<file path="config.mk">
export PLATFORM = sky130hd
export DESIGN_NAME = adt7420_i2c_target
export DESIGN_NICKNAME = d
export VERILOG_FILES = /design/src/rtl/adt7420_i2c_target.sv
export SDC_FILE = /design/constraint.sdc
export NUM_CORES = 1
export LEC_CHECK = 0
export ABC_AREA = 1
export BUFFER_PORTS_ARGS = -buffer_cell sky130_fd_sc_hd__buf_2
export CORE_MARGIN = 2
export CORE_UTILIZATION = 38
export DETAILED_ROUTE_END_ITERATION = 16
export GPL_ROUTABILITY_DRIVEN = 0
export GPL_TIMING_DRIVEN = 0
export SYNTH_ARGS = -nofsm -noshare
export SYNTH_HDL_FRONTEND = slang
export SYNTH_SLANG_ARGS = --single-unit
</file>
<file path="constraint.sdc">
create_clock -name clk -period 2.2 [get_ports clk]
set_input_delay 0.66 -clock clk [delete_from_list [all_inputs] [get_ports clk]]
set_output_delay 0.66 -clock clk [all_outputs]
set_load 0.01 [all_outputs]
</file>
<file path="src/rtl/adt7420_i2c_target.sv">
// ADT7420 register-map emulation as an I2C target on an open-drain SDA/SCL pair.
// SCL/SDA are oversampled on clk; the target never stretches the clock.
module adt7420_i2c_target #(
    parameter logic [6:0]  I2C_ADDR = 7'h4B,
    parameter int unsigned HOLD_CYC = 4,
    parameter logic [7:0]  ID_VALUE = 8'hCB
) (
    input  logic        clk,
    input  logic        rst,
    input  logic        scl_in,
    input  logic        sda_in,
    output logic        sda_oe,
    input  logic [15:0] temp_value,
    output logic [7:0]  config_reg,
    output logic        rd_done,
    output logic        wr_done,
    output logic        busy
);
    localparam int unsigned   HW        = $clog2(HOLD_CYC + 1);
    localparam logic [HW-1:0] HOLD_LOAD = HW'(HOLD_CYC);
    localparam logic [HW-1:0] HOLD_ONE  = HW'(1);
    localparam logic [HW-1:0] HOLD_ZERO = HW'(0);

    typedef enum logic [3:0] {
        ST_IDLE, ST_ADDR, ST_ADDR_ACK, ST_WR_PTR, ST_PTR_ACK,
        ST_WR_DATA, ST_DATA_ACK, ST_RD_DATA, ST_RD_ACK, ST_IGNORE
    } state_t;

    state_t        state_r, state_next_s;
    logic          busy_next_s;
    logic          scl_meta_r, scl_sync_r, scl_d_r;
    logic          sda_meta_r, sda_sync_r, sda_d_r;
    logic          scl_rise_s, scl_fall_s, start_s, stop_s;
    logic [2:0]    bit_cnt_r;
    logic          last_bit_s;
    logic [7:0]    shift_r;
    logic          rw_r;
    logic [7:0]    ptr_r;
    logic [15:0]   shadow_r;
    logic [7:0]    config_r;
    logic [7:0]    rd_byte_s;
    logic          drive_s;
    logic [HW-1:0] hold_cnt_r;
    logic          sda_oe_r, rd_done_r, wr_done_r, busy_r;

    assign scl_rise_s = scl_sync_r & ~scl_d_r;
    assign scl_fall_s = ~scl_sync_r & scl_d_r;
    // START/STOP need SCL high in both samples so they can never coincide with an SCL edge
    assign start_s    = scl_sync_r & scl_d_r & sda_d_r & ~sda_sync_r;
    assign stop_s     = scl_sync_r & scl_d_r & ~sda_d_r & sda_sync_r;
    assign last_bit_s = (bit_cnt_r == 3'd7);

    assign sda_oe     = sda_oe_r;
    assign config_reg = config_r;
    assign rd_done    = rd_done_r;
    assign wr_done    = wr_done_r;
    assign busy       = busy_r;

    // Two-flop synchronisers plus one delay stage for edge detection; idle bus is high
    always_ff @(posedge clk) begin
        if (rst) begin
            scl_meta_r <= 1'b1;
            scl_sync_r <= 1'b1;
            scl_d_r    <= 1'b1;
            sda_meta_r <= 1'b1;
            sda_sync_r <= 1'b1;
            sda_d_r    <= 1'b1;
        end else begin
            scl_meta_r <= scl_in;
            scl_sync_r <= scl_meta_r;
            scl_d_r    <= scl_sync_r;
            sda_meta_r <= sda_in;
            sda_sync_r <= sda_meta_r;
            sda_d_r    <= sda_sync_r;
        end
    end

    // Register-map read mux addressed by the pointer
    always_comb begin
        rd_byte_s = 8'h00;
        case (ptr_r)
            8'h00:   rd_byte_s = shadow_r[15:8];
            8'h01:   rd_byte_s = shadow_r[7:0];
            8'h03:   rd_byte_s = config_r;
            8'h0B:   rd_byte_s = ID_VALUE;
            default: rd_byte_s = 8'h00;
        endcase
    end

    // Level SDA should take once the hold time after an SCL fall has elapsed
    always_comb begin
        drive_s = 1'b0;
        case (state_r)
            ST_ADDR_ACK, ST_PTR_ACK, ST_DATA_ACK: drive_s = 1'b1;
            ST_RD_DATA: drive_s = ~rd_byte_s[3'd7 - bit_cnt_r];
            default:    drive_s = 1'b0;
        endcase
    end

    // Next-state logic: START/STOP take priority, otherwise advance on SCL rise
    always_comb begin
        state_next_s = state_r;
        busy_next_s  = 1'b0;
        if (start_s) begin
            state_next_s = ST_ADDR;
        end else if (stop_s) begin
            state_next_s = ST_IDLE;
        end else if (scl_rise_s) begin
            case (state_r)
                ST_ADDR: begin
                    if (last_bit_s) begin
                        state_next_s = (shift_r[6:0] == I2C_ADDR) ? ST_ADDR_ACK : ST_IGNORE;
                    end else begin
                        state_next_s = ST_ADDR;
                    end
                end
                ST_ADDR_ACK: state_next_s = rw_r ? ST_RD_DATA : ST_WR_PTR;
                ST_WR_PTR:   state_next_s = last_bit_s ? ST_PTR_ACK : ST_WR_PTR;
                ST_PTR_ACK:  state_next_s = ST_WR_DATA;
                ST_WR_DATA:  state_next_s = last_bit_s ? ST_DATA_ACK : ST_WR_DATA;
                ST_DATA_ACK: state_next_s = ST_WR_DATA;
                ST_RD_DATA:  state_next_s = last_bit_s ? ST_RD_ACK : ST_RD_DATA;
                ST_RD_ACK:   state_next_s = sda_sync_r ? ST_IGNORE : ST_RD_DATA;
                default:     state_next_s = state_r;
            endcase
        end else begin
            state_next_s = state_r;
        end
        case (state_next_s)
            ST_IDLE, ST_ADDR, ST_IGNORE: busy_next_s = 1'b0;
            default:                     busy_next_s = 1'b1;
        endcase
    end

    // State register and registered busy flag
    always_ff @(posedge clk) begin
        if (rst) begin
            state_r <= ST_IDLE;
            busy_r  <= 1'b0;
        end else begin
            state_r <= state_next_s;
            busy_r  <= busy_next_s;
        end
    end

    // Bit shifting, pointer/register updates, SDA launch after the hold delay, done pulses
    always_ff @(posedge clk) begin
        if (rst) begin
            bit_cnt_r  <= 3'd0;
            shift_r    <= 8'h00;
            rw_r       <= 1'b0;
            ptr_r      <= 8'h00;
            shadow_r   <= 16'h0000;
            config_r   <= 8'h00;
            hold_cnt_r <= HOLD_ZERO;
            sda_oe_r   <= 1'b0;
            rd_done_r  <= 1'b0;
            wr_done_r  <= 1'b0;
        end else begin
            rd_done_r <= 1'b0;
            wr_done_r <= 1'b0;
            if (start_s || stop_s) begin
                bit_cnt_r <= 3'd0;
            end else if (scl_rise_s) begin
                case (state_r)
                    ST_ADDR: begin
                        shift_r   <= {shift_r[6:0], sda_sync_r};
                        bit_cnt_r <= bit_cnt_r + 3'd1;
                        if (last_bit_s) begin
                            rw_r <= sda_sync_r;
                        end
                    end
                    ST_WR_PTR: begin
                        shift_r   <= {shift_r[6:0], sda_sync_r};
                        bit_cnt_r <= bit_cnt_r + 3'd1;
                        if (last_bit_s) begin
                            ptr_r <= {shift_r[6:0], sda_sync_r};
                        end
                    end
                    ST_WR_DATA: begin
                        shift_r   <= {shift_r[6:0], sda_sync_r};
                        bit_cnt_r <= bit_cnt_r + 3'd1;
                    end
                    ST_ADDR_ACK: begin
                        bit_cnt_r <= 3'd0;
                        if (rw_r) begin
                            shadow_r <= temp_value;
                        end
                    end
                    ST_RD_DATA: bit_cnt_r <= bit_cnt_r + 3'd1;
                    ST_RD_ACK: begin
                        rd_done_r <= 1'b1;
                        bit_cnt_r <= 3'd0;
                        if (!sda_sync_r) begin
                            ptr_r <= ptr_r + 8'd1;
                        end
                    end
                    default: bit_cnt_r <= bit_cnt_r;
                endcase
            end else begin
                bit_cnt_r <= bit_cnt_r;
            end

            if (start_s || stop_s) begin
                hold_cnt_r <= HOLD_ZERO;
                sda_oe_r   <= 1'b0;
            end else if (scl_fall_s) begin
                hold_cnt_r <= HOLD_LOAD;
            end else if (hold_cnt_r == HOLD_ONE) begin
                hold_cnt_r <= HOLD_ZERO;
                sda_oe_r   <= drive_s;
                if (state_r == ST_DATA_ACK) begin
                    wr_done_r <= 1'b1;
                    ptr_r     <= ptr_r + 8'd1;
                    if (ptr_r == 8'h03) begin
                        config_r <= shift_r;
                    end
                end
            end else if (hold_cnt_r != HOLD_ZERO) begin
                hold_cnt_r <= hold_cnt_r - HOLD_ONE;
            end else begin
                hold_cnt_r <= hold_cnt_r;
            end
        end
    end
endmodule
</file>
==> parameters.txt, run 1 <==
Parameter                              Value

Hold path
  Path type of the worst min-delay path    flip-flop to flip-flop

Detailed routing
  Number of nets with antenna violations after detailed routing    0
  Wire length per cell    around 13 um
  Via Count    2,929
  DR DRC count    0
  Starting DRC count in detailed routing    between 150 and 200
  Initial DRT Pass Iterations    4
  Vias per std cell    ~4.9
  Overall routed net length    7540 um

Finish
  Layout cell share with drive strength beyond 1    a little under a fifth
  Share of the core filled with cells    roughly 45%
  Antenna Diode Count    0
  Largest reg by FF count    shadow_r
  Flip-flop count of the largest register, all copies and words added    16
  Cell area after layout    0.00364 mm2
  Filler Cells Inserted    between 800 and 900
  Number of nets in the layout    roughly 510
  Area growth, synth to finish    15.5%

STA
  Final WS setup    roughly 0.28 ns
  RSZ-0062 raised after global routing    false
  Final Setup Violations    0
  Fin. max-slew vios    0
  Fin Setup TNS    0 ns
  Final worst-path cycle share    between 80 and 90%
  Clock skew    between 0.009 and 0.01 ns
  Tmin final    1.92 ns
  Max-slew headroom at the worst pin    63.1%
  Final hold violations    0
  Maximum clock rate    ~520 MHz
  Slew @ Worst Pin    roughly 0.55 ns

Floorplan
  Vertical die dimension    approximately 95 um
  DIE AREA    ~0.009 mm2
  Placeable core region    0.00813 mm2
  Number of placement rows    33
  Starting Density    38.7%
  Width of the die    95.0 um
  Number of placed I/O pins    32

CTS
  Total clock buffers created by CTS    9
  CTS Hold Bufs    0
  Clock-pin slew on the worst setup and hold paths    about 0.08 ns
  Post-CTS Resized    0
  Number of clock sinks seen by CTS    61
  CTS tree    built
  Buffers from clock root to sink, at most    2
  Clk root buf    sky130_fd_sc_hd__clkbuf_8
  Maximum level of the CTS H-tree    3
  Skew-Pair Late Insertion Delay    between 0.3 and 0.4 ns
  Post CTS Setup Buffer Count    0

Setup path
  Required time worst endpoint    ~2.5 ns
  Element type at the critical path start    flip-flop
  Worst setup slack for register-to-register paths    ~0.28 ns
  Data arrival time at the worst-slack endpoint    about 2.2 ns
  Most prevalent standard cell on the critical path    sky130_fd_sc_hd__inv_1
  Crit-path max cell delay    0.30 ns
  Critical Setup Path Class    flip-flop to flip-flop
  Setup crit end kind    flip-flop
  Cell with the biggest individual delay on the critical path    sky130_fd_sc_hd__dfxtp_1
  Crit-path leading delay family    simple AND/OR/NAND/NOR gates
  Number of buffer and inverter instances along the worst setup path    5
  Ordered list of cells on the worst path    inv_1 > ha_1 > inv_1 > nor2_1 > nand2_1 > inv_1 > nand4_4 > inv_4 > nand2_4 > buf_6 > o21ai_2 > a21oi_2
  Max Fanout on Critical Path    10

Synth
  Cell types occupying the most area after synthesis    sky130_fd_sc_hd__dfxtp_1, sky130_fd_sc_hd__nand2_1, sky130_fd_sc_hd__nor2_1, sky130_fd_sc_hd__inv_1, sky130_fd_sc_hd__a21oi_1
  Most used standard cells in the synthesized netlist    sky130_fd_sc_hd__nand2_1, sky130_fd_sc_hd__nor2_1, sky130_fd_sc_hd__dfxtp_1
  Cells after Synth    443
  Mean instance size in the synthesized netlist    slightly above 7 um2
  Portion of synthesized cell area occupied by the leading cell type    about two fifths
  Synthesis Warnings    0
  Share of synthesized registers carrying an async set or reset    0%
  EDFF count, synth    0
  Net count after synthesis    about 470
  Cell area after technology mapping    0.00315 mm2
  Proportion of synthesized chip area in sequential cells    about two fifths
  Biggest area consumer among synthesized cells    sky130_fd_sc_hd__dfxtp_1
  FF+latch count, synth    61
  Distinct cells, synth    38
  Count leader, synth    sky130_fd_sc_hd__nand2_1
  Top_reg_cell synth    sky130_fd_sc_hd__dfxtp_1

GRT
  Initial antenna violation count    0
  Largest net degree at the start of global routing    13
  Global-route wire length before repair    approximately 13,000 um
  GRT met3 Usage    roughly 4.3%
  Number of global-route vias before repair    between 2k and 3k
  Top Usage Layer GRT    met2
  Residual overflow from global routing    0
  Global-route usage over all layers    18.5%
  GR Util met2    roughly 28%
  Met1 GRT Util    roughly 25%

Run status
  Result of the run    complete, no violations

Power
  Power after layout    2.47 mW
  Max IR drop VDD    347 uV
  PD cells    between 600 and 700 mW/mm2
  Leakage power summed over all cells    roughly 1.6 nW

Placed design
  Pre-CTS worst setup slack    between 0.2 and 0.25 ns
  Cell area reported after detailed placement    between 0.003 and 0.004 mm2
  # port buffers    31
  Detailed placement HPWL    about 5700 um

Run
  Max-cap violations    0
-- per-stage QoR --
| step | hold WS [ns] | cells |
|---|---|---|
| global placement | 0.392 | 579 |
| global route | 0.421 | 595 |
| floorplan | 0.389 | 443 |
| finish | 0.411 | 595 |
| CTS | 0.411 | 595 |
| detailed placement | 0.394 | 579 |
-- layout by cell type, fill, tap and decap left out, types with 2 or more instances in the layout --
cell | synthesis | final
sky130_fd_sc_hd__nand2_1 | 76 | 76
sky130_fd_sc_hd__ha_1 | 9 | 9
sky130_fd_sc_hd__o211ai_1 | 2 | 2
sky130_fd_sc_hd__a21oi_2 | 4 | 4
sky130_fd_sc_hd__buf_2 | 3 | 34
sky130_fd_sc_hd__nand3_1 | 22 | 22
sky130_fd_sc_hd__nor4_1 | 4 | 4
sky130_fd_sc_hd__o21ai_0 | 35 | 35
sky130_fd_sc_hd__nand2_2 | 4 | 4
sky130_fd_sc_hd__a31oi_1 | 3 | 3
sky130_fd_sc_hd__clkbuf_1 | 3 | 3
sky130_fd_sc_hd__nand4_1 | 7 | 7
sky130_fd_sc_hd__dfxtp_1 | 61 | 61
sky130_fd_sc_hd__clkbuf_8 | 0 | 9
sky130_fd_sc_hd__nor2_1 | 63 | 63
sky130_fd_sc_hd__clkinv_4 | 0 | 3
sky130_fd_sc_hd__nor3_1 | 9 | 9
sky130_fd_sc_hd__nor2_4 | 3 | 3
sky130_fd_sc_hd__o21ai_2 | 4 | 4
sky130_fd_sc_hd__xor2_1 | 4 | 4
sky130_fd_sc_hd__clkinvlp_4 | 0 | 2
sky130_fd_sc_hd__or2_2 | 5 | 5
sky130_fd_sc_hd__xnor2_1 | 2 | 2
sky130_fd_sc_hd__a21oi_1 | 35 | 35
sky130_fd_sc_hd__inv_1 | 54 | 54
sky130_fd_sc_hd__o21ai_1 | 3 | 3
sky130_fd_sc_hd__inv_2 | 6 | 6
sky130_fd_sc_hd__a211oi_1 | 4 | 4
sky130_fd_sc_hd__nor2_2 | 6 | 6
-- final cells by class --
type,count,area [um2],share of cell area (%)
Timing Repair Buffer,31,155,4.27
Clock inverter,7,76.3,2.10
Inverter,61,231,6.37
Tap cell,105,131,3.61
Sequential cell,61,1220,33.6
Buffer,8,41.3,1.14
Multi-Input combinational cell,313,1660,45.5
Clock buffer,9,124,3.41
-- report_power, final --
group          switching (mW)  total [mW]  internal (mW)  leakage (nW)
logic                   0.170       0.285          0.114         0.974
registers              0.0207        1.16           1.14         0.493
clock network           0.498        1.02          0.526        0.0954
-- routing by layer --
layer	vias up	part of all wire [%]	routed length, um
met5	-	0	0
met2	54	45	3380
met3	11	3.5	261
met4	0	1.9	143
met1	1330	50	3760
li1	1534	-	-
-- final timing paths --
check,from,end,cells after the start
worst min register to register,sda_meta_r$_SDFF_PP1_,sda_sync_r$_SDFF_PP1_,1
worst max-delay path,hold_cnt_r[1]$_SDFFE_PP0N_,config_reg[6]$_SDFFE_PP0P_,12
worst max register to register,hold_cnt_r[1]$_SDFFE_PP0N_,config_reg[6]$_SDFFE_PP0P_,12
worst min-delay path,sda_meta_r$_SDFF_PP1_,sda_sync_r$_SDFF_PP1_,1
-- cell families after synthesis --
kind of cell	synth area share, %
AOI/OAI and AO/OA	15.9
xor gates and xnor gates	1.67
adders and majority gates	3.58
buffers and inverters	8.66
DFF	38.8
muxes	0.318
and+or+nand+nor	31.1
(Power assumes the default switching activity.)
==> inputs of run 2 (changes only) <==
Settings changed: ABC_AREA 1 to 0.
==> run 2 against run 1 <==
Net effect:
- fmax decreased by 7.1%
- utilization increased by 0.79 points
- total power decreased by 5.4%
- combinational power decreased by 13%
- non-clock buffer count increased by 12
- critical path depth decreased by 5
- sequential power about the same
- design area decreased by 2.8%
- first-iteration DRC count increased by 32%
- count of clock-buffer cells in the layout increased by 2
- final cell count decreased by 17%
- largest power group unchanged
==> parameters.txt, run 2 <==
Parameter                              Value

GRT
  Number of global-route vias before repair    2,550 (-8.1%)
  Global-route wire length before repair    12,500 um (-3.5%)
  Global-route usage over all layers    18.1% (-0.45 points)
  Initial antenna violation count    0 (unchanged)
  Largest net degree at the start of global routing    12 (-1)
  Residual overflow from global routing    0 (unchanged)

Synth
  Most used standard cells in the synthesized netlist    sky130_fd_sc_hd__dfxtp_1, sky130_fd_sc_hd__nor2_1, sky130_fd_sc_hd__mux2i_1
  FF+latch count, synth    61 (unchanged)
  Share of synthesized registers carrying an async set or reset    0% (unchanged)
  EDFF count, synth    0 (unchanged)
  Count leader, synth    sky130_fd_sc_hd__dfxtp_1
  Complex-gate fraction of the synthesized area    17.8% (+2.0 points)
  Biggest area consumer among synthesized cells    sky130_fd_sc_hd__dfxtp_1
  Top_reg_cell synth    sky130_fd_sc_hd__dfxtp_1
  Net count after synthesis    374 (-21%)
  Largest family of logic cells by synthesized area    simple AND/OR/NAND/NOR gates
  Portion of netlist area occupied by mux cells    8.25% (+7.9 points)
  Proportion of synthesized chip area in sequential cells    40.1% (+1.3 points)
  Portion of synthesized cell area occupied by the leading cell type    40.1% (+1.3 points)
  Mean instance size in the synthesized netlist    8.83 um2 (+24%)
  Cells after Synth    345 (-22%)
  Parity-gate share of the synthesized area counting xor and xnor cells    2.30% (+0.63 points)
  Distinct cells, synth    63 (+66%)
  Share of synthesized cell area in and, or, nand and nor gates    23.8% (-7.4 points)
  Cell area after technology mapping    0.00305 mm2 (-3.2%)
  Cell types occupying the most area after synthesis    sky130_fd_sc_hd__dfxtp_1, sky130_fd_sc_hd__mux2i_1, sky130_fd_sc_hd__nor2_1, sky130_fd_sc_hd__a22oi_1, sky130_fd_sc_hd__ha_1
  Synthesis Warnings    0 (unchanged)
  Adder-cell share of the synthesized area    3.69% (+0.12 points)

Finish
  Filler Cells Inserted    792 (-5.4%)
  Most common library cell in the layout ignoring fill and taps    sky130_fd_sc_hd__dfxtp_1
  Cell area after layout    0.00353 mm2 (-2.8%)
  Area growth, synth to finish    15.9%
  Flip-flop count of the largest register, all copies and words added    16 (unchanged)
  Number of nets in the layout    415 (-19%)
  Largest reg by FF count    shadow_r
  Most frequent cells in the layout    sky130_fd_sc_hd__dfxtp_1, sky130_fd_sc_hd__nor2_1, sky130_fd_sc_hd__buf_2
  Antenna Diode Count    0 (unchanged)
  Layout cell share with drive strength beyond 1    18.9% (+0.35 points)

Detailed routing
  Topmost layer with routed signal wires    met4
  DR DRC count    0 (unchanged)
  Initial DRT Pass Iterations    5 (+1)
  Wire length per cell    15.0 um (+18%)
  Met1 WL    3610 um (-3.9%)
  Detailed-routed wire length on met2    3470 um (+2.5%)
  Vias per std cell    5.45 (+11%)
  Starting DRC count in detailed routing    213 (+32%)
  Sum of met3 wire segment lengths after detailed routing    235 um (-10%)
  Number of nets with antenna violations after detailed routing    0 (unchanged)
  Overall routed net length    7410 um (-1.8%)
  Via Count    2,688 (-8.2%)

Run status
  Result of the run    complete, no violations

CTS
  CTS tree    built
  Clock-pin slew on the worst setup and hold paths    0.07 ns (about the same)
  Number of clock sinks seen by CTS    61 (unchanged)
  Post CTS Setup Buffer Count    0 (unchanged)
  Skew-Pair Late Insertion Delay    0.34 ns (-0.02 ns)
  Maximum level of the CTS H-tree    3 (unchanged)
  Buffers from clock root to sink, at most    2 (unchanged)
  Clk root buf    sky130_fd_sc_hd__clkbuf_8
  Total clock buffers created by CTS    9 (unchanged)

Power
  Leakage power summed over all cells    1.40 nW (-10%)
  Max IR drop VDD    360 uV (+3.8%)
  PD cells    661 mW/mm2 (-2.6%)

Setup path
  Cell with the biggest individual delay on the critical path    sky130_fd_sc_hd__dfxtp_1
  Ordered list of cells on the worst path    ha_1 > ha_1 > and3b_1 > and2_1 > o21ai_4 > o21ai_1 > a221oi_1
  Startpoint of the worst register-to-register path    bit_cnt_r[1]$_SDFFE_PP0P_
  Critical Path Stages    7 (-5)
  Crit-path leading delay family    compound AO/OA/AOI/OAI gates
  Reg-to-reg endpoint    ptr_r[0]$_SDFF_PP0_
  Required time worst endpoint    2.45 ns (about the same)
  Critical Setup Path Class    flip-flop to flip-flop
  Number of buffer and inverter instances along the worst setup path    0 (-5)
  Most prevalent standard cell on the critical path    sky130_fd_sc_hd__ha_1
  Max Fanout on Critical Path    8 (-2)
  Worst setup slack for register-to-register paths    0.13 ns (-0.15 ns)
  Setup crit end kind    flip-flop
  R2R depth    7 (-5)
  Crit-path max cell delay    0.36 ns (+0.06 ns)
  Element type at the critical path start    flip-flop
  Data arrival time at the worst-slack endpoint    2.32 ns (+0.14 ns)

STA
  Max-slew headroom at the worst pin    38.4% (-25 points)
  Final hold violations    0 (unchanged)
  Final Setup Violations    0 (unchanged)
  Slew @ Worst Pin    0.923 ns (+0.372 ns)
  Final WS setup    0.132 ns (-0.146 ns)
  Fin. max-slew vios    0 (unchanged)
  RSZ-0062 raised after global routing    false
  Final worst-path cycle share    94.0% (+6.6 points)
  Maximum clock rate    484 MHz (-7.1%)
  Tmin final    2.07 ns (+0.146 ns)
  Clock skew    0.00762 ns (-0.00188 ns)
  Fin Setup TNS    0 ns (unchanged)

Hold path
  Path type of the worst min-delay path    flip-flop to flip-flop
  Hold Crit Depth    1 (unchanged)
  Worst Hold Path EP    scl_sync_r$_SDFF_PP1_
  Hold wc startpoint    scl_meta_r$_SDFF_PP1_

Placed design
  Cell area reported after detailed placement    0.00333 mm2 (-3.1%)
  Pre-CTS worst setup slack    -0.0989 ns (-0.347 ns)
  # port buffers    31 (unchanged)
  Detailed placement HPWL    5500 um (-3.6%)

Run
  Max-cap violations    0 (unchanged)

Floorplan
  Vertical die dimension    93.6 um (-1.6%)
  Width of the die    93.6 um (-1.6%)
  Starting Density    39.2% (+0.52 points)
  Placeable core region    0.00777 mm2 (-4.5%)
  Number of placement rows    32 (-3.0%)
  Number of placed I/O pins    32 (unchanged)
  DIE AREA    0.00875 mm2 (-3.1%)
## run 2: cell types whose count changed in the layout (fill, tap and decap cells not counted), moves of 7 or more
cell / delta
sky130_fd_sc_hd__a22oi_1: +15
sky130_fd_sc_hd__nor2_1: -24
sky130_fd_sc_hd__inv_1: -46
sky130_fd_sc_hd__nand2_1: -57
sky130_fd_sc_hd__a21oi_1: -19
sky130_fd_sc_hd__mux2i_1: +23
sky130_fd_sc_hd__o21ai_0: -24
sky130_fd_sc_hd__clkbuf_1: +9
sky130_fd_sc_hd__nor3_1: -7
## run 2: timing repair
action	CTS	global route
pin swaps	0	0
endpoints found under the setup margin	3	13
resized for setup	1	3
hold buffers	0	0
## run 2: worst max-delay path by stage
stage / startpoint / endpoint / slack, ns
4_1_cts: bit_cnt_r[1]$_SDFFE_PP0P_ / ptr_r[0]$_SDFF_PP0_ / 0.05
3_5_place_dp: bit_cnt_r[1]$_SDFFE_PP0P_ / ptr_r[0]$_SDFF_PP0_ / -0.1
6_report: bit_cnt_r[1]$_SDFFE_PP0P_ / ptr_r[0]$_SDFF_PP0_ / 0.13
2_1_floorplan: bit_cnt_r[1]$_SDFFE_PP0P_ / ptr_r[0]$_SDFF_PP0_ / 0.27
3_3_place_gp: bit_cnt_r[1]$_SDFFE_PP0P_ / ptr_r[0]$_SDFF_PP0_ / -0.06
5_1_grt: bit_cnt_r[1]$_SDFFE_PP0P_ / ptr_r[0]$_SDFF_PP0_ / 0.02
## run 2: area by class of cell
class	count	area [um2]	area share (%)
flip-flops and latches	61	1220	34.6
multi-input cells	255	1720	48.7
clock buffers	11	151	4.28
clock inverters	5	35.0	0.992
inverters	8	30.0	0.850
well taps	102	128	3.61
plain buffers	20	91.3	2.58
repair buffers	31	155	4.39
## run 2: logic make-up after synthesis
| group | Yosys count |
|---|---|
| simple gates | 132 |
| fa+ha+maj | 9 |
| mux | 25 |
| xor+xnor | 8 |
| flops | 61 |
| buf+inv | 29 |
| compound gates | 81 |
## run 2: metrics by stage
stage / power (mW) / util (%) / hold WS, ns / cells
floorplan: 1.36 / - / 0.389 / 345
global placement: 1.42 / 42.9 / 0.393 / 478
detailed placement: 1.43 / 42.9 / 0.395 / 478
CTS: 2.35 / 45.3 / 0.404 / 494
global route: 2.44 / 45.5 / 0.416 / 493
finish: 2.34 / 45.5 / 0.403 / 493
## run 2: power by group
part / switching (mW) / internal [mW] / leakage [nW] / total [mW]
clock network: 0.464 / 0.467 / 0.0836 / 0.931
logic: 0.143 / 0.105 / 0.825 / 0.248
registers: 0.0205 / 1.14 / 0.493 / 1.16
total: 0.627 / 1.71 / 1.40 / 2.34
## run 2: metal layers
layer	vias to the layer above	track usage (%)
li1	1336	-
met1	1292	24.2
met2	50	29.0
met3	10	4.43
met4	0	5.31
met5	-	0
